--- src/rtl/dma_channel_regfile_pkg.sv ---
// Shared defaults and types for the DMA channel address/count register file.
package dma_channel_regfile_pkg;

  localparam int unsigned DefChannels  = 4;
  localparam int unsigned DefAddrWidth = 16;
  localparam int unsigned DefDataWidth = 8;

  // Packed so that modeData[1] = decrement and modeData[0] = autoinit.
  typedef struct packed {
    logic decrement;
    logic autoinit;
  } mode_bits_t;

  typedef enum logic {
    AddrSel  = 1'b0,
    CountSel = 1'b1
  } reg_sel_e;

  // Index width that never collapses to zero bits.
  function automatic int unsigned clog2_min1(input int unsigned n);
    return (n <= 2) ? 1 : $clog2(n);
  endfunction

endpackage

--- src/rtl/dma_xfer_counter.sv ---
// Temporary address/count pair for the active transfer, with terminal-count detection.
module dma_xfer_counter #(
  parameter int unsigned AW = 16
) (
  input  logic          clk_i,
  input  logic          rst_i,
  input  logic          start_i,
  input  logic          step_i,
  input  logic          decrement_i,
  input  logic [AW-1:0] load_addr_i,
  input  logic [AW-1:0] load_cnt_i,
  output logic [AW-1:0] addr_o,
  output logic [AW-1:0] next_addr_o,
  output logic [AW-1:0] next_cnt_o,
  output logic          next_seen_o,
  output logic          tc_hit_o,
  output logic          tc_o
);

  localparam logic [AW-1:0] One = {{(AW-1){1'b0}}, 1'b1};

  logic [AW-1:0] addr_q, addr_d;
  logic [AW-1:0] cnt_q, cnt_d;
  logic          seen_q, seen_d;
  logic          tc_q, tc_hit;

  always_comb begin
    addr_d = addr_q;
    cnt_d  = cnt_q;
    seen_d = seen_q;
    tc_hit = 1'b0;
    if (start_i) begin
      addr_d = load_addr_i;
      cnt_d  = load_cnt_i;
      seen_d = 1'b0;
    end else if (step_i) begin
      addr_d = decrement_i ? (addr_q - One) : (addr_q + One);
      cnt_d  = cnt_q - One;
      tc_hit = (cnt_q == '0);
      if (tc_hit) seen_d = 1'b1;
    end
  end

  always_ff @(posedge clk_i or posedge rst_i) begin
    if (rst_i) begin
      addr_q <= '0;
      cnt_q  <= '0;
      seen_q <= 1'b0;
      tc_q   <= 1'b0;
    end else begin
      addr_q <= addr_d;
      cnt_q  <= cnt_d;
      seen_q <= seen_d;
      tc_q   <= tc_hit;
    end
  end

  // Write-back sees the post-step values so a same-cycle step+end is honoured.
  assign addr_o      = addr_q;
  assign next_addr_o = addr_d;
  assign next_cnt_o  = cnt_d;
  assign next_seen_o = seen_d;
  assign tc_hit_o    = tc_hit;
  assign tc_o        = tc_q;

endmodule

--- src/rtl/dma_channel_regfile.sv ---
// Per-channel base/current address and word-count registers with a CPU byte pointer.
module dma_channel_regfile
  import dma_channel_regfile_pkg::*;
#(
  parameter int unsigned CHANNELS     = DefChannels,
  parameter int unsigned ADDRESSWIDTH = DefAddrWidth,
  parameter int unsigned DATAWIDTH    = DefDataWidth,
  localparam int unsigned NB = ADDRESSWIDTH / DATAWIDTH,
  localparam int unsigned CW = clog2_min1(CHANNELS),
  localparam int unsigned PW = clog2_min1(NB)
) (
  input  logic                    CLK,
  input  logic                    RESET,
  input  logic                    progEn,
  input  logic                    wrEn,
  input  logic                    rdEn,
  input  logic                    regSel,
  input  logic [CW-1:0]           chSel,
  input  logic [DATAWIDTH-1:0]    wrData,
  output logic [DATAWIDTH-1:0]    rdData,
  input  logic                    clearPtr,
  input  logic                    modeWr,
  input  logic [1:0]              modeData,
  input  logic                    xferStart,
  input  logic [CW-1:0]           xferCh,
  input  logic                    xferStep,
  input  logic                    xferEnd,
  output logic [ADDRESSWIDTH-1:0] addrOut,
  output logic                    tc,
  input  logic                    statusRd,
  output logic [CHANNELS-1:0]     tcStatus,
  output logic [PW-1:0]           bytePtr
);

  localparam logic [PW-1:0] PtrLast = PW'(NB - 1);
  localparam logic [PW-1:0] PtrOne  = {{(PW-1){1'b0}}, 1'b1};

  logic [ADDRESSWIDTH-1:0] base_addr_q [CHANNELS];
  logic [ADDRESSWIDTH-1:0] base_addr_d [CHANNELS];
  logic [ADDRESSWIDTH-1:0] base_cnt_q  [CHANNELS];
  logic [ADDRESSWIDTH-1:0] base_cnt_d  [CHANNELS];
  logic [ADDRESSWIDTH-1:0] cur_addr_q  [CHANNELS];
  logic [ADDRESSWIDTH-1:0] cur_addr_d  [CHANNELS];
  logic [ADDRESSWIDTH-1:0] cur_cnt_q   [CHANNELS];
  logic [ADDRESSWIDTH-1:0] cur_cnt_d   [CHANNELS];
  mode_bits_t              mode_q      [CHANNELS];
  mode_bits_t              mode_d      [CHANNELS];

  logic [PW-1:0]        byte_ptr_q, byte_ptr_d, ptr_next;
  logic [DATAWIDTH-1:0] rd_data_q, rd_data_d;
  logic [CHANNELS-1:0]  tc_status_q, tc_status_d;
  logic [CW-1:0]        xfer_ch_q, xfer_ch_d;
  logic [31:0]          bit_lo;

  logic cpu_wr, cpu_rd, xfer_start, xfer_step, xfer_end;
  logic [ADDRESSWIDTH-1:0] next_addr, next_cnt;
  logic next_seen, tc_hit;

  assign cpu_wr     = progEn & wrEn;
  assign cpu_rd     = progEn & rdEn & ~wrEn;
  assign xfer_start = ~progEn & xferStart;
  assign xfer_step  = ~progEn & xferStep & ~xferStart;
  assign xfer_end   = ~progEn & xferEnd & ~xferStart;
  assign bit_lo     = 32'(byte_ptr_q) * DATAWIDTH;
  assign ptr_next   = (byte_ptr_q == PtrLast) ? '0 : (byte_ptr_q + PtrOne);

  dma_xfer_counter #(
    .AW(ADDRESSWIDTH)
  ) u_xfer_counter (
    .clk_i       (CLK),
    .rst_i       (RESET),
    .start_i     (xfer_start),
    .step_i      (xfer_step),
    .decrement_i (mode_q[xfer_ch_q].decrement),
    .load_addr_i (cur_addr_q[xferCh]),
    .load_cnt_i  (cur_cnt_q[xferCh]),
    .addr_o      (addrOut),
    .next_addr_o (next_addr),
    .next_cnt_o  (next_cnt),
    .next_seen_o (next_seen),
    .tc_hit_o    (tc_hit),
    .tc_o        (tc)
  );

  always_comb begin
    base_addr_d = base_addr_q;
    base_cnt_d  = base_cnt_q;
    cur_addr_d  = cur_addr_q;
    cur_cnt_d   = cur_cnt_q;
    mode_d      = mode_q;
    byte_ptr_d  = byte_ptr_q;
    rd_data_d   = rd_data_q;
    tc_status_d = tc_status_q;
    xfer_ch_d   = xfer_ch_q;

    if (cpu_wr) begin
      if (reg_sel_e'(regSel) == AddrSel) begin
        base_addr_d[chSel][bit_lo +: DATAWIDTH] = wrData;
        cur_addr_d[chSel][bit_lo +: DATAWIDTH]  = wrData;
      end else begin
        base_cnt_d[chSel][bit_lo +: DATAWIDTH] = wrData;
        cur_cnt_d[chSel][bit_lo +: DATAWIDTH]  = wrData;
      end
    end else if (cpu_rd) begin
      rd_data_d = (reg_sel_e'(regSel) == AddrSel) ? cur_addr_q[chSel][bit_lo +: DATAWIDTH]
                                                 : cur_cnt_q[chSel][bit_lo +: DATAWIDTH];
    end
    if (cpu_wr || cpu_rd) byte_ptr_d = ptr_next;
    if (clearPtr) byte_ptr_d = '0;

    if (modeWr) mode_d[chSel] = mode_bits_t'(modeData);

    if (xfer_start) xfer_ch_d = xferCh;
    if (xfer_end) begin
      if (next_seen && mode_q[xfer_ch_q].autoinit) begin
        cur_addr_d[xfer_ch_q] = base_addr_q[xfer_ch_q];
        cur_cnt_d[xfer_ch_q]  = base_cnt_q[xfer_ch_q];
      end else begin
        cur_addr_d[xfer_ch_q] = next_addr;
        cur_cnt_d[xfer_ch_q]  = next_cnt;
      end
    end

    // A TC landing in the same cycle as the status read must survive the clear.
    if (statusRd) tc_status_d = '0;
    if (tc_hit) tc_status_d[xfer_ch_q] = 1'b1;
  end

  always_ff @(posedge CLK or posedge RESET) begin
    if (RESET) begin
      for (int i = 0; i < CHANNELS; i++) begin
        base_addr_q[i] <= '0;
        base_cnt_q[i]  <= '0;
        cur_addr_q[i]  <= '0;
        cur_cnt_q[i]   <= '0;
        mode_q[i]      <= '0;
      end
      byte_ptr_q  <= '0;
      rd_data_q   <= '0;
      tc_status_q <= '0;
      xfer_ch_q   <= '0;
    end else begin
      base_addr_q <= base_addr_d;
      base_cnt_q  <= base_cnt_d;
      cur_addr_q  <= cur_addr_d;
      cur_cnt_q   <= cur_cnt_d;
      mode_q      <= mode_d;
      byte_ptr_q  <= byte_ptr_d;
      rd_data_q   <= rd_data_d;
      tc_status_q <= tc_status_d;
      xfer_ch_q   <= xfer_ch_d;
    end
  end

  assign rdData   = rd_data_q;
  assign tcStatus = tc_status_q;
  assign bytePtr  = byte_ptr_q;

endmodule

--- config.mk ---
export PLATFORM = sky130hd
export DESIGN_NAME = dma_channel_regfile
export DESIGN_NICKNAME = d
export VERILOG_FILES = /design/src/rtl/dma_channel_regfile_pkg.sv /design/src/rtl/dma_xfer_counter.sv /design/src/rtl/dma_channel_regfile.sv
export SDC_FILE = /design/constraint.sdc
export NUM_CORES = 1
export LEC_CHECK = 0
export CAP_MARGIN = 20
export CORE_MARGIN = 4
export CORE_UTILIZATION = 40
export CTS_CLUSTER_SIZE = 10
export DETAILED_ROUTE_END_ITERATION = 10
export SYNTH_ARGS = -nofsm -noshare
export SYNTH_HDL_FRONTEND = slang
export SYNTH_SLANG_ARGS = --single-unit
--- constraint.sdc ---
create_clock -name CLK -period 26.5 [get_ports CLK]
set_clock_uncertainty 0.1 [all_clocks]
set_input_delay 5.3 -clock CLK [delete_from_list [all_inputs] [get_ports CLK]]
set_output_delay 5.3 -clock CLK [all_outputs]
set_load 0.02 [all_outputs]
==> metrics.cfg, run 1 <==
[floorplan]
die_h_um = 214.4
initial_utilization_pct = 40.53
die_area_um2 = 45960
die_w_um = 214.4
io_pins = 56
core-area_um2 = 42040
rows = 75

[min_path]
hold_class = reg2reg
hold_start = base_addr_q[34]$_DFFE_PP0P_

[clock_tree]
clock-sinks = 313
insertion_delay_ns = 0.56
htreeDepth = 2
hold_buffers = 0
cts_made_buffers = 38
clk_pin_slew_ns = 0.05
cts-root-buf = clkbuf_16
cts_tree = built
clockBufferDepth = 3
post_cts_buffers = 0
cts_resized = 0

[sta]
slew_headroom_pct = 23.17
finalHoldViolations = 0
clock.fmax_ghz = 0.1179
maxSlewViolCount = 0
worstMarginPinSlew_ns = 1.148
min_period_ns = 8.485
timing.setup.tns_ns = 0
rsz0062_at_grt = no
setup_viol = 0
fin_crit_sh_pct = 32.02

[finish]
area_growth_pct = 12.38
stdcell_area_um2 = 19150
drive_gt1_share_pct = 20.52
fill_cells = 3895
final_nets = 1592

[placement]
numPortBuffers = 55
dpl.hpwl_um = 32790
place_area_um2 = 18070
globalplace.congestion = 0.8776

[route]
antenna_left = 0
wl_per_cell_um = 25.11
wl_met2_um = 24640
drc = 0
dr.max_layer_used = met5
wl_met1_um = 21920
wl_um = 52840
viasPerCell = 6.177
dr_wl_met3_um = 4772
dr.pass1.iters = 6
vias = 13000
first_iter_violations = 1206

[synthesis]
synth_compound_area_share_pct = 11.90
synth_top_area_share_pct = 45.97
async_reset_ff_share_pct = 100.0
muxShareOfSynthArea_pct = 24.27
yosysSeqAreaShare_pct = 45.97
synth_top_family_by_area = multiplexers
synth_area_um2 = 17040
synth_edf_count = 0
syn_inst = 1546
synth-seq-cells = 313
synthXorXnorAreaFrac_pct = 1.131
yosysMostFrequentCell = dfrtp_1
synth_area_leaders = dfrtp_1 (46%), mux4_2 (13%), mux2_2 (7.7%)
synthSimpleGateAreaFrac_pct = 12.18
syn_nets = 1589
synth_common_cells = dfrtp_1 (313), nand2_1 (229), mux2_2 (117)
ys_warn_count = 0
syn_area_per_cell_um2 = 11.02
synthAdderAreaFrac_pct = 1.292
synth_cell_types = 65
ys.flop_type = dfrtp_1
synth_top_area_cell = dfrtp_1

[global_route]
track_usage_pct = 22.81
grt_overflow_total = 0
antenna_found_initial = 3
grt_pass1_vias = 13010
grt_max_degree = 177
grt_pass1_wl_um = 81220

[pwr]
ir_worst_vdd_mv = 0.04520
power_w = 0.001878
power.share.switching_pct = 34.96
powerDensity_nw_per_um2 = 98.06
seq_power_share_pct = 39.7
power_frac_comb_pct = 35.3
clockPowerShare_pct = 25.0
p_leak_nw = 7.952
p_switching_w = 0.0006564
p_int_w = 0.001221

[critical_path]
crit_type = in2reg
critPathSlowestCell = nor2_8
cp-end-kind = flip-flop
cp-start-kind = input port
worstSetupStartpoint = progEn
path_cells = clkdlybuf4s50_1 > nor3b_2 > buf_4 > a41oi_1 > or3_1 > nor2_8 > mux2_2 > nand2_1 > o21ai_0
reg2reg_from = xfer_ch_q[0]$_DFFE_PP0P_
crit_fanout = 36
cpPeakStageDelay_ns = 0.75
required_ns = 26.79
worst-endpoint-arrival_ns = 8.78

[flow_run]
maxCapViolations = 0

[run_status]
status = completed

==> cell families (layout without fill, tap and decap cells) <==
logic type | Yosys count | count (layout)
AND/OR/NAND/NOR | 450 | 450
XOR/XNOR | 22 | 22
multiplexers | 276 | 276
buffers and inverters | 139 | 157
other | 0 | 1
AO/OA/AOI/OAI | 329 | 329
adder cells (fa/ha/maj) | 17 | 17
flip-flops | 313 | 313
==> sequential cells by signal, summed over array words and instances (netlist names), 2 cells and up <==
signal	cells
base_addr_q	64
base_cnt_q	64
cur_addr_q	64
cur_cnt_q	64
mode_q	8
rdData	8
tcStatus	4
u_xfer_counter.addr_o	16
u_xfer_counter.cnt_q	16
xfer_ch_q	2
==> per-stage QoR <==
step | hold WS, ns | setup slack (ns) | cells | utilization, %
finish | 0.3740 | 18.02 | 2104 | 45.55
global route | 0.3905 | 17.84 | 2103 | 45.54
CTS | 0.3767 | 18.03 | 2102 | 45.51
detailed placement | 0.3592 | 17.44 | 2047 | 42.99
global placement | 0.3530 | 17.55 | 2047 | 42.99
floorplan | 0.3410 | 12.44 | 1546 | -
==> final timing paths <==
kind,to,slack [ns],depth (start not counted)
max in group asynchronous,base_addr_q[33]$_DFFE_PP0P_,19.42,3
max,cur_cnt_q[49]$_DFF_PP0_,18.02,9
min,base_addr_q[34]$_DFFE_PP0P_,0.37,2
min in group asynchronous,base_addr_q[28]$_DFFE_PP0P_,5.26,2
max reg2reg,cur_addr_q[47]$_DFF_PP0_,22.34,9
min reg2reg,base_addr_q[34]$_DFFE_PP0P_,0.37,2
==> worst max-delay path, delay by kind of cell <==
| family | cells | cell delay (ns) |
|---|---|---|
| AO/OA/AOI/OAI | 2 | 0.27 |
| buffers and inverters | 2 | 0.98 |
| multiplexers | 1 | 0.45 |
| AND/OR/NAND/NOR | 4 | 1.75 |
==> layout by cell type (no fill, tap or decap), types with 5 or more instances in the layout <==
cell / count
a21o_1: 9
nand4_1: 9
o22ai_1: 18
nor2_1: 63
clkbuf_1: 13
inv_1: 10
nor4_1: 8
dfrtp_1: 311
a21boi_0: 5
a31oi_1: 8
a211oi_1: 47
a32oi_1: 8
mux2i_1: 61
buf_4: 34
nand2_1: 228
nor2b_1: 49
xor2_1: 9
clkbuf_16: 38
clkdlybuf4s50_1: 51
and2_1: 5
o21ai_0: 74
mux2_2: 117
or3_1: 5
ha_1: 16
a21oi_1: 107
nor3_1: 18
and3_1: 22
nand3_1: 10
xnor2_1: 13
a22oi_1: 12
nor2_2: 5
mux4_2: 98
==> routing by layer <==
layer  global-route usage, %  vias up
li1                        -     5700
met1                   30.31     6618
met2                   36.67      583
met3                   6.235       93
met4                   7.219        2
met5                       0        -
==> power groups by stage <==
stage | sequential (W) | combinational (W) | clock [W]
after floorplan | 0.000730 | 0.000459 | 0
after global placement | 0.000743 | 0.000643 | 0
after detailed placement | 0.000750 | 0.000652 | 0
after CTS | 0.000743 | 0.000655 | 0.000481
after global routing | 0.000764 | 0.000719 | 0.000499
final | 0.000746 | 0.000662 | 0.000469
==> layout make-up <==
cell class | count | area [um2] | share of cell area, %
flip-flops and latches | 313 | 7835 | 40.92
multi-input cells | 1094 | 8707 | 45.47
inverters | 11 | 48.80 | 0.2548
clock buffers | 51 | 999.7 | 5.221
clock inverters | 4 | 63.81 | 0.3332
well taps | 539 | 674.4 | 3.522
repair buffers | 91 | 817.0 | 4.267
diodes | 1 | 2.502 | 0.01307
No activity file was read; power rests on OpenSTA's default activity.
==> run 2, diff against run 1 <==
Clock period 26.5 ns to 7.5 ns, I/O delays scaled along.
==> run 2 against run 1 <==
Combinational power grew to 3.5 times the previous value. Sequential power grew to 3.5 times the previous value. Sequential cell count stayed put. Largest cell class unchanged. Register-to-register slack worse by 20 ns. Critical endpoint is now cur_addr_q[31]$_DFF_PP0_. Worst setup slack worse by 15 ns. Die area stayed put. Count of clock-buffer cells in the layout is 4 lower. Cell count is 0.19% lower. Largest power group unchanged. Core utilization hardly changed. Clock power grew to 3.4 times the previous value. Global-route usage is 0.39 points lower. Worst hold slack worse by 0.0038 ns.
==> metrics.cfg, run 2 (synthesis results as in run 1) <==
[finish]
fin_cells = 2100  ; was 2104
num_antenna_cells = 0  ; was 1
final_common_cell = dfrtp_1  ; unchanged
fill_cells = 3864  ; was 3895
drive_gt1_share_pct = 20.76  ; was 20.52%
final-seq-area_um2 = 7835  ; unchanged
multi_input_area_um2 = 8707  ; unchanged
final_cell_mix = dfrtp_1 (311), nand2_1 (228), mux2_2 (117)  ; unchanged
final_nets = 1595  ; was 1592
stdcell_area_um2 = 19140  ; was 19150 um2
area_growth_pct = 12.33  ; was 12.38%

[floorplan]
initial_utilization_pct = 40.53  ; unchanged
rows = 75  ; unchanged
core-area_um2 = 42040  ; unchanged
die_area_um2 = 45960  ; unchanged
io_pins = 56  ; unchanged
die_w_um = 214.4  ; unchanged
die_h_um = 214.4  ; unchanged

[clock_tree]
cts_made_buffers = 37  ; was 38
clockBufferDepth = 3  ; unchanged
htreeDepth = 2  ; unchanged
cts_resized = 0  ; unchanged
insertion_delay_ns = 0.54  ; was 0.56 ns
clk_pin_slew_ns = 0.06  ; was 0.05 ns
post_cts_buffers = 0  ; unchanged
clock-sinks = 313  ; unchanged
hold_buffers = 0  ; unchanged
cts-root-buf = clkbuf_16  ; unchanged
cts_tree = built  ; unchanged

[run_status]
status = completed  ; unchanged

[critical_path]
r2r-end = cur_addr_q[31]$_DFF_PP0_  ; was cur_addr_q[47]$_DFF_PP0_
path_cells = buf_4 > mux4_2 > ha_1 > nand2_1 > or4_1 > a21oi_1 > o21ai_0 > and3_1 > nor4_1 > o22ai_1  ; was clkdlybuf4s50_1 > nor3b_2 > buf_4 > a41oi_1 > or3_1 > nor2_8 > mux2_2 > nand2_1 > o21ai_0
required_ns = 7.76  ; was 26.79 ns
worst-endpoint-arrival_ns = 5.03  ; was 8.78 ns
reg2regPathDepth = 10  ; was 9
critPathSlowestCell = mux4_2  ; was nor2_8
cp-start-kind = flip-flop  ; was input port
cp-end-kind = flip-flop  ; unchanged
worstSetupStartpoint = xfer_ch_q[0]$_DFFE_PP0P_  ; was progEn
crit_type = reg2reg  ; was in2reg
reg2reg_slack_ns = 2.73  ; was 22.34 ns
critical_path.endpoint = cur_addr_q[31]$_DFF_PP0_  ; was cur_cnt_q[49]$_DFF_PP0_
crit_fanout = 39  ; was 36
reg2reg_from = xfer_ch_q[0]$_DFFE_PP0P_  ; unchanged
cpPeakStageDelay_ns = 0.85  ; was 0.75 ns

[sta]
fin_crit_sh_pct = 63.58
min_period_ns = 4.768
finalHoldViolations = 0  ; unchanged
worstMarginPinSlew_ns = 1.186  ; was 1.148 ns
timing.setup.tns_ns = 0  ; unchanged
fin_ws_ns = 2.732  ; was 18.02 ns
rsz0062_at_grt = no  ; unchanged
maxSlewViolCount = 0  ; unchanged
clock.fmax_ghz = 0.2097
slew_headroom_pct = 20.70  ; was 23.17%
setup_viol = 0  ; unchanged

[route]
antenna_left = 0  ; unchanged
drc = 0  ; unchanged
first_iter_violations = 1293  ; was 1206
wl_per_cell_um = 24.99  ; was 25.11 um
wl_um = 52490  ; was 52840 um
viasPerCell = 6.159  ; was 6.177
dr.pass1.iters = 5  ; was 6
vias = 12930  ; was 13.00k

[global_route]
track_usage_pct = 22.41  ; was 22.81%
grt_pass1_wl_um = 80720  ; was 81220 um
antenna_found_initial = 0  ; was 3
grt_pass1_vias = 12940  ; was 13.01k
grt_overflow_total = 0  ; unchanged
grt_max_degree = 175  ; was 177

[placement]
numPortBuffers = 55  ; unchanged
dp_cells = 2050  ; was 2047
globalplace.congestion = 0.8804  ; was 0.8776
dp_worst_setup_slack_ns = 2.407  ; was 17.44 ns
dpl.hpwl_um = 33240  ; was 32790 um
place_area_um2 = 18090  ; was 18070 um2

[pwr]
powerDensity_nw_per_um2 = 343.3  ; was 98.06 nW/um2
p_leak_nw = 7.955  ; was 7.952 nW
ir_worst_vdd_mv = 0.1439  ; was 0.04520 mV
power_w = 0.006571  ; was 0.001878 W

[flow_run]
maxCapViolations = 0  ; unchanged

[min_path]
hold_class = reg2reg  ; unchanged

run 2: cell types whose count changed in the layout (fill, tap and decap cells not counted):
cell,delta
buf_6,-1
inv_8,-1
bufinv_16,-1
buf_12,+1
clkbuf_8,+1
clkbuf_16,+1
buf_4,+3
clkinvlp_4,+1
clkbuf_1,-6
inv_6,-1
clkinv_8,-1
clkbuf_2,+1
diode_2,-1
run 2: cell type report:
class / instances / share of cell area [%]
repair buffers: 95 / 4.458
well taps: 539 / 3.524
inverters: 11 / 0.2353
flip-flops and latches: 313 / 40.94
clock inverters: 1 / 0.04576
clock buffers: 47 / 5.308
multi-input cells: 1094 / 45.49
run 2: critical path: cells and delay by family (launching register included):
kind | cells | cell delay, ns
AOI/OAI and AO/OA | 3 | 0.51
muxes | 1 | 0.85
and+or+nand+nor | 4 | 1.60
adders and majority gates | 1 | 0.51
buffers and inverters | 1 | 0.68
DFF | 1 | 0.33
run 2: how the worst min path moves through the flow:
stage | start | end | slack (ns) | depth (start not counted)
6_report | base_addr_q[20]$_DFFE_PP0P_ | base_addr_q[20]$_DFFE_PP0P_ | 0.37 | 2
5_1_grt | base_addr_q[54]$_DFFE_PP0P_ | base_addr_q[54]$_DFFE_PP0P_ | 0.39 | 2
4_1_cts | base_addr_q[45]$_DFFE_PP0P_ | base_addr_q[45]$_DFFE_PP0P_ | 0.37 | 2
3_5_place_dp | base_addr_q[45]$_DFFE_PP0P_ | base_addr_q[45]$_DFFE_PP0P_ | 0.36 | 2
3_3_place_gp | base_addr_q[42]$_DFFE_PP0P_ | base_addr_q[42]$_DFFE_PP0P_ | 0.36 | 2
2_1_floorplan | base_addr_q[20]$_DFFE_PP0P_ | base_addr_q[20]$_DFFE_PP0P_ | 0.34 | 2
run 2: where the power goes:
group | switching [W] | internal, W | leakage [nW]
logic | 0.00120 | 0.00113 | 3.57
clock network | 0.000673 | 0.000937 | 0.501
registers | 0.000398 | 0.00223 | 3.89
run 2: through the flow:
step | hold slack [ns] | utilization, %
finish | 0.3702 | 45.53
global route | 0.3873 | 45.53
CTS | 0.3717 | 45.47
detailed placement | 0.3584 | 43.03
global placement | 0.3558 | 43.03
floorplan | 0.3410 | -
run 2: metal layers:
layer | vias to the layer above | routed length, um | GRT usage, %
li1 | 5687 | - | -
met1 | 6667 | 22470 | 31.72
met2 | 506 | 24720 | 35.99
met3 | 73 | 3919 | 3.514
met4 | 0 | 1378 | 6.635
met5 | - | 0 | 0
==> run 3, diff against run 2 <==
Clock period 7.5 ns to 4.7 ns, I/O delays scaled along.
==> run 3 against run 2 <==
Total power up 61%. Design area up 1.2%. Worst hold slack better by 0.0027 ns. Register-to-register slack worse by 2.0 ns. Non-clock buffer count up 22. Worst setup slack got worse by 2.0 ns. Sequential cell count did not move. Wire length grew 0.22%. Critical path depth down 1. Cell count up 1.3%. Critical endpoint is now cur_addr_q[14]$_DFF_PP0_. Highest routed layer unchanged.
==> metrics.cfg, run 3 (synthesis results as in run 1) <==
[pwr]
powerDensity_nw_per_um2 = 545.4  ; was 343.3 nW/um2
p_leak_nw = 8.095  ; was 7.955 nW
ir_worst_vdd_mv = 0.2625  ; was 0.1439 mV

[placement]
dpl.hpwl_um = 35050  ; was 33240 um
globalplace.congestion = 0.8994  ; was 0.8804
dp_cells = 2073  ; was 2050
numPortBuffers = 55  ; unchanged
dp_worst_setup_slack_ns = 0.6972  ; was 2.407 ns

[sta]
timing.setup.tns_ns = 0  ; unchanged
slew_headroom_pct = 25.99  ; was 20.70%
fin_ws_ns = 0.7718  ; was 2.732 ns
maxSlewViolCount = 0  ; unchanged
clock.fmax_ghz = 0.2546  ; was 0.2097 GHz
fin_crit_sh_pct = 83.58  ; was 63.58%
setup_viol = 0  ; unchanged
rsz0062_at_grt = no  ; unchanged
worstMarginPinSlew_ns = 1.107  ; was 1.186 ns
finalHoldViolations = 0  ; unchanged
min_period_ns = 3.928  ; was 4.768 ns

[clock_tree]
post_cts_buffers = 0  ; unchanged
insertion_delay_ns = 0.54  ; about the same
cts_resized = 0  ; unchanged
htreeDepth = 2  ; unchanged
cts_made_buffers = 38  ; was 37
cts-root-buf = clkbuf_16  ; unchanged
clockBufferDepth = 3  ; unchanged
hold_buffers = 0  ; unchanged
clock-sinks = 313  ; unchanged
cts_tree = built  ; unchanged
clk_pin_slew_ns = 0.05  ; was 0.06 ns

[run_status]
status = completed  ; unchanged

[finish]
multi_input_area_um2 = 8705  ; was 8707 um2
fill_cells = 3902  ; was 3864
fin_cells = 2128  ; was 2100
area_growth_pct = 13.73  ; was 12.33%
final_common_cell = dfrtp_1  ; unchanged
final_cell_mix = dfrtp_1 (311), nand2_1 (229), mux2_2 (117)  ; was dfrtp_1 (311), nand2_1 (228), mux2_2 (117)
drive_gt1_share_pct = 21.84  ; was 20.76%
final_nets = 1618  ; was 1595
num_antenna_cells = 0  ; unchanged
final-seq-area_um2 = 7835  ; unchanged

[route]
wl_um = 52600  ; was 52490 um
first_iter_violations = 1156  ; was 1293
wl_per_cell_um = 24.72  ; was 24.99 um
vias = 13020  ; was 12.93k
viasPerCell = 6.120  ; was 6.159
antenna_left = 0  ; unchanged
drc = 0  ; unchanged
dr.pass1.iters = 5  ; unchanged

[floorplan]
rows = 75  ; unchanged
core-area_um2 = 42040  ; unchanged
die_w_um = 214.4  ; unchanged
die_area_um2 = 45960  ; unchanged
die_h_um = 214.4  ; unchanged
initial_utilization_pct = 40.53  ; unchanged
io_pins = 56  ; unchanged

[critical_path]
reg2reg_slack_ns = 0.77  ; was 2.73 ns
reg2regPathDepth = 9  ; was 10
required_ns = 5.05  ; was 7.76 ns
crit_fanout = 20  ; was 39
worstSetupStartpoint = xfer_ch_q[0]$_DFFE_PP0P_  ; unchanged
cp-end-kind = flip-flop  ; unchanged
cp-start-kind = flip-flop  ; unchanged
crit_type = reg2reg  ; unchanged
critical_path.endpoint = cur_addr_q[14]$_DFF_PP0_  ; was cur_addr_q[31]$_DFF_PP0_
r2r-end = cur_addr_q[14]$_DFF_PP0_  ; was cur_addr_q[31]$_DFF_PP0_
reg2reg_from = xfer_ch_q[0]$_DFFE_PP0P_  ; unchanged
worst-endpoint-arrival_ns = 4.28  ; was 5.03 ns

[min_path]
hold_class = reg2reg  ; unchanged

[global_route]
grt_overflow_total = 0  ; unchanged
track_usage_pct = 22.36  ; was 22.41%
grt_max_degree = 93  ; was 175
grt_pass1_vias = 13000  ; was 12.94k
grt_pass1_wl_um = 80150  ; was 80720 um
antenna_found_initial = 0  ; unchanged

[flow_run]
maxCapViolations = 0  ; unchanged

-- run 3: cell types whose count changed in the layout (fill, tap and decap cells not counted) --
cell / delta
buf_16: +1
nand2_1: +1
clkbuf_1: +4
clkbuf_2: -1
buf_4: +20
nand2_2: -1
buf_8: +1
buf_12: +1
clkinv_2: +1
clkbuf_8: +1
-- run 3: critical path, stage by stage, from the launching register on --
cell	delay, ns
dfrtp_2	0.37
mux4_2	0.74
fa_1	0.50
a21o_1	0.23
a22o_1	0.21
o31ai_1	0.49
o21ai_0	0.22
a311oi_1	0.59
nand2_1	0.19
a32oi_1	0.20
-- run 3: layer usage --
metal	GRT usage, %	up-vias	part of all wire (%)
li1	-	5738	-
met1	30.74	6649	42
met2	36.28	536	47
met3	4.251	100	8.0
met4	6.786	0	2.9
met5	0	-	0
-- run 3: power breakdown --
part / switching [W] / leakage (nW) / internal [W]
logic: 0.00192 / 3.69 / 0.00181
registers: 0.000636 / 3.89 / 0.00356
clock network: 0.00111 / 0.516 / 0.00153
-- run 3: cell type report --
class	count	area share, %
multi-input combinational	1094	44.92
sequential	313	40.43
timing repair buffer	117	5.475
clock buffer	52	5.391
tap	539	3.480
inverter	11	0.2324
clock inverter	2	0.07102
-- run 3: worst min path at each step --
stage                     depth (start not counted)  slack [ns]                   startpoint                          end
after CTS                                         2        0.38  base_addr_q[45]$_DFFE_PP0P_  base_addr_q[45]$_DFFE_PP0P_
after global placement                            2        0.35  base_addr_q[47]$_DFFE_PP0P_  base_addr_q[47]$_DFFE_PP0P_
after floorplan                                   2        0.34  base_addr_q[20]$_DFFE_PP0P_  base_addr_q[20]$_DFFE_PP0P_
final                                             2        0.37  base_addr_q[45]$_DFFE_PP0P_  base_addr_q[45]$_DFFE_PP0P_
after detailed placement                          2        0.36  base_addr_q[45]$_DFFE_PP0P_  base_addr_q[45]$_DFFE_PP0P_
after global routing                              2        0.39  base_addr_q[32]$_DFFE_PP0P_  base_addr_q[32]$_DFFE_PP0P_
-- run 3: stage by stage --
| step | power, W | instance area [um2] | hold WS [ns] | util (%) |
|---|---|---|---|---|
| 3_3_place_gp | 0.007793 | 18280 | 0.3535 | 43.48 |
| 6_report | 0.01057 | 19380 | 0.3729 | 46.10 |
| 5_1_grt | 0.01112 | 19380 | 0.3917 | 46.10 |
| 2_1_floorplan | 0.006704 | 17040 | 0.3410 | - |
| 4_1_cts | 0.01057 | 19360 | 0.3756 | 46.06 |
| 3_5_place_dp | 0.007904 | 18310 | 0.3625 | 43.54 |
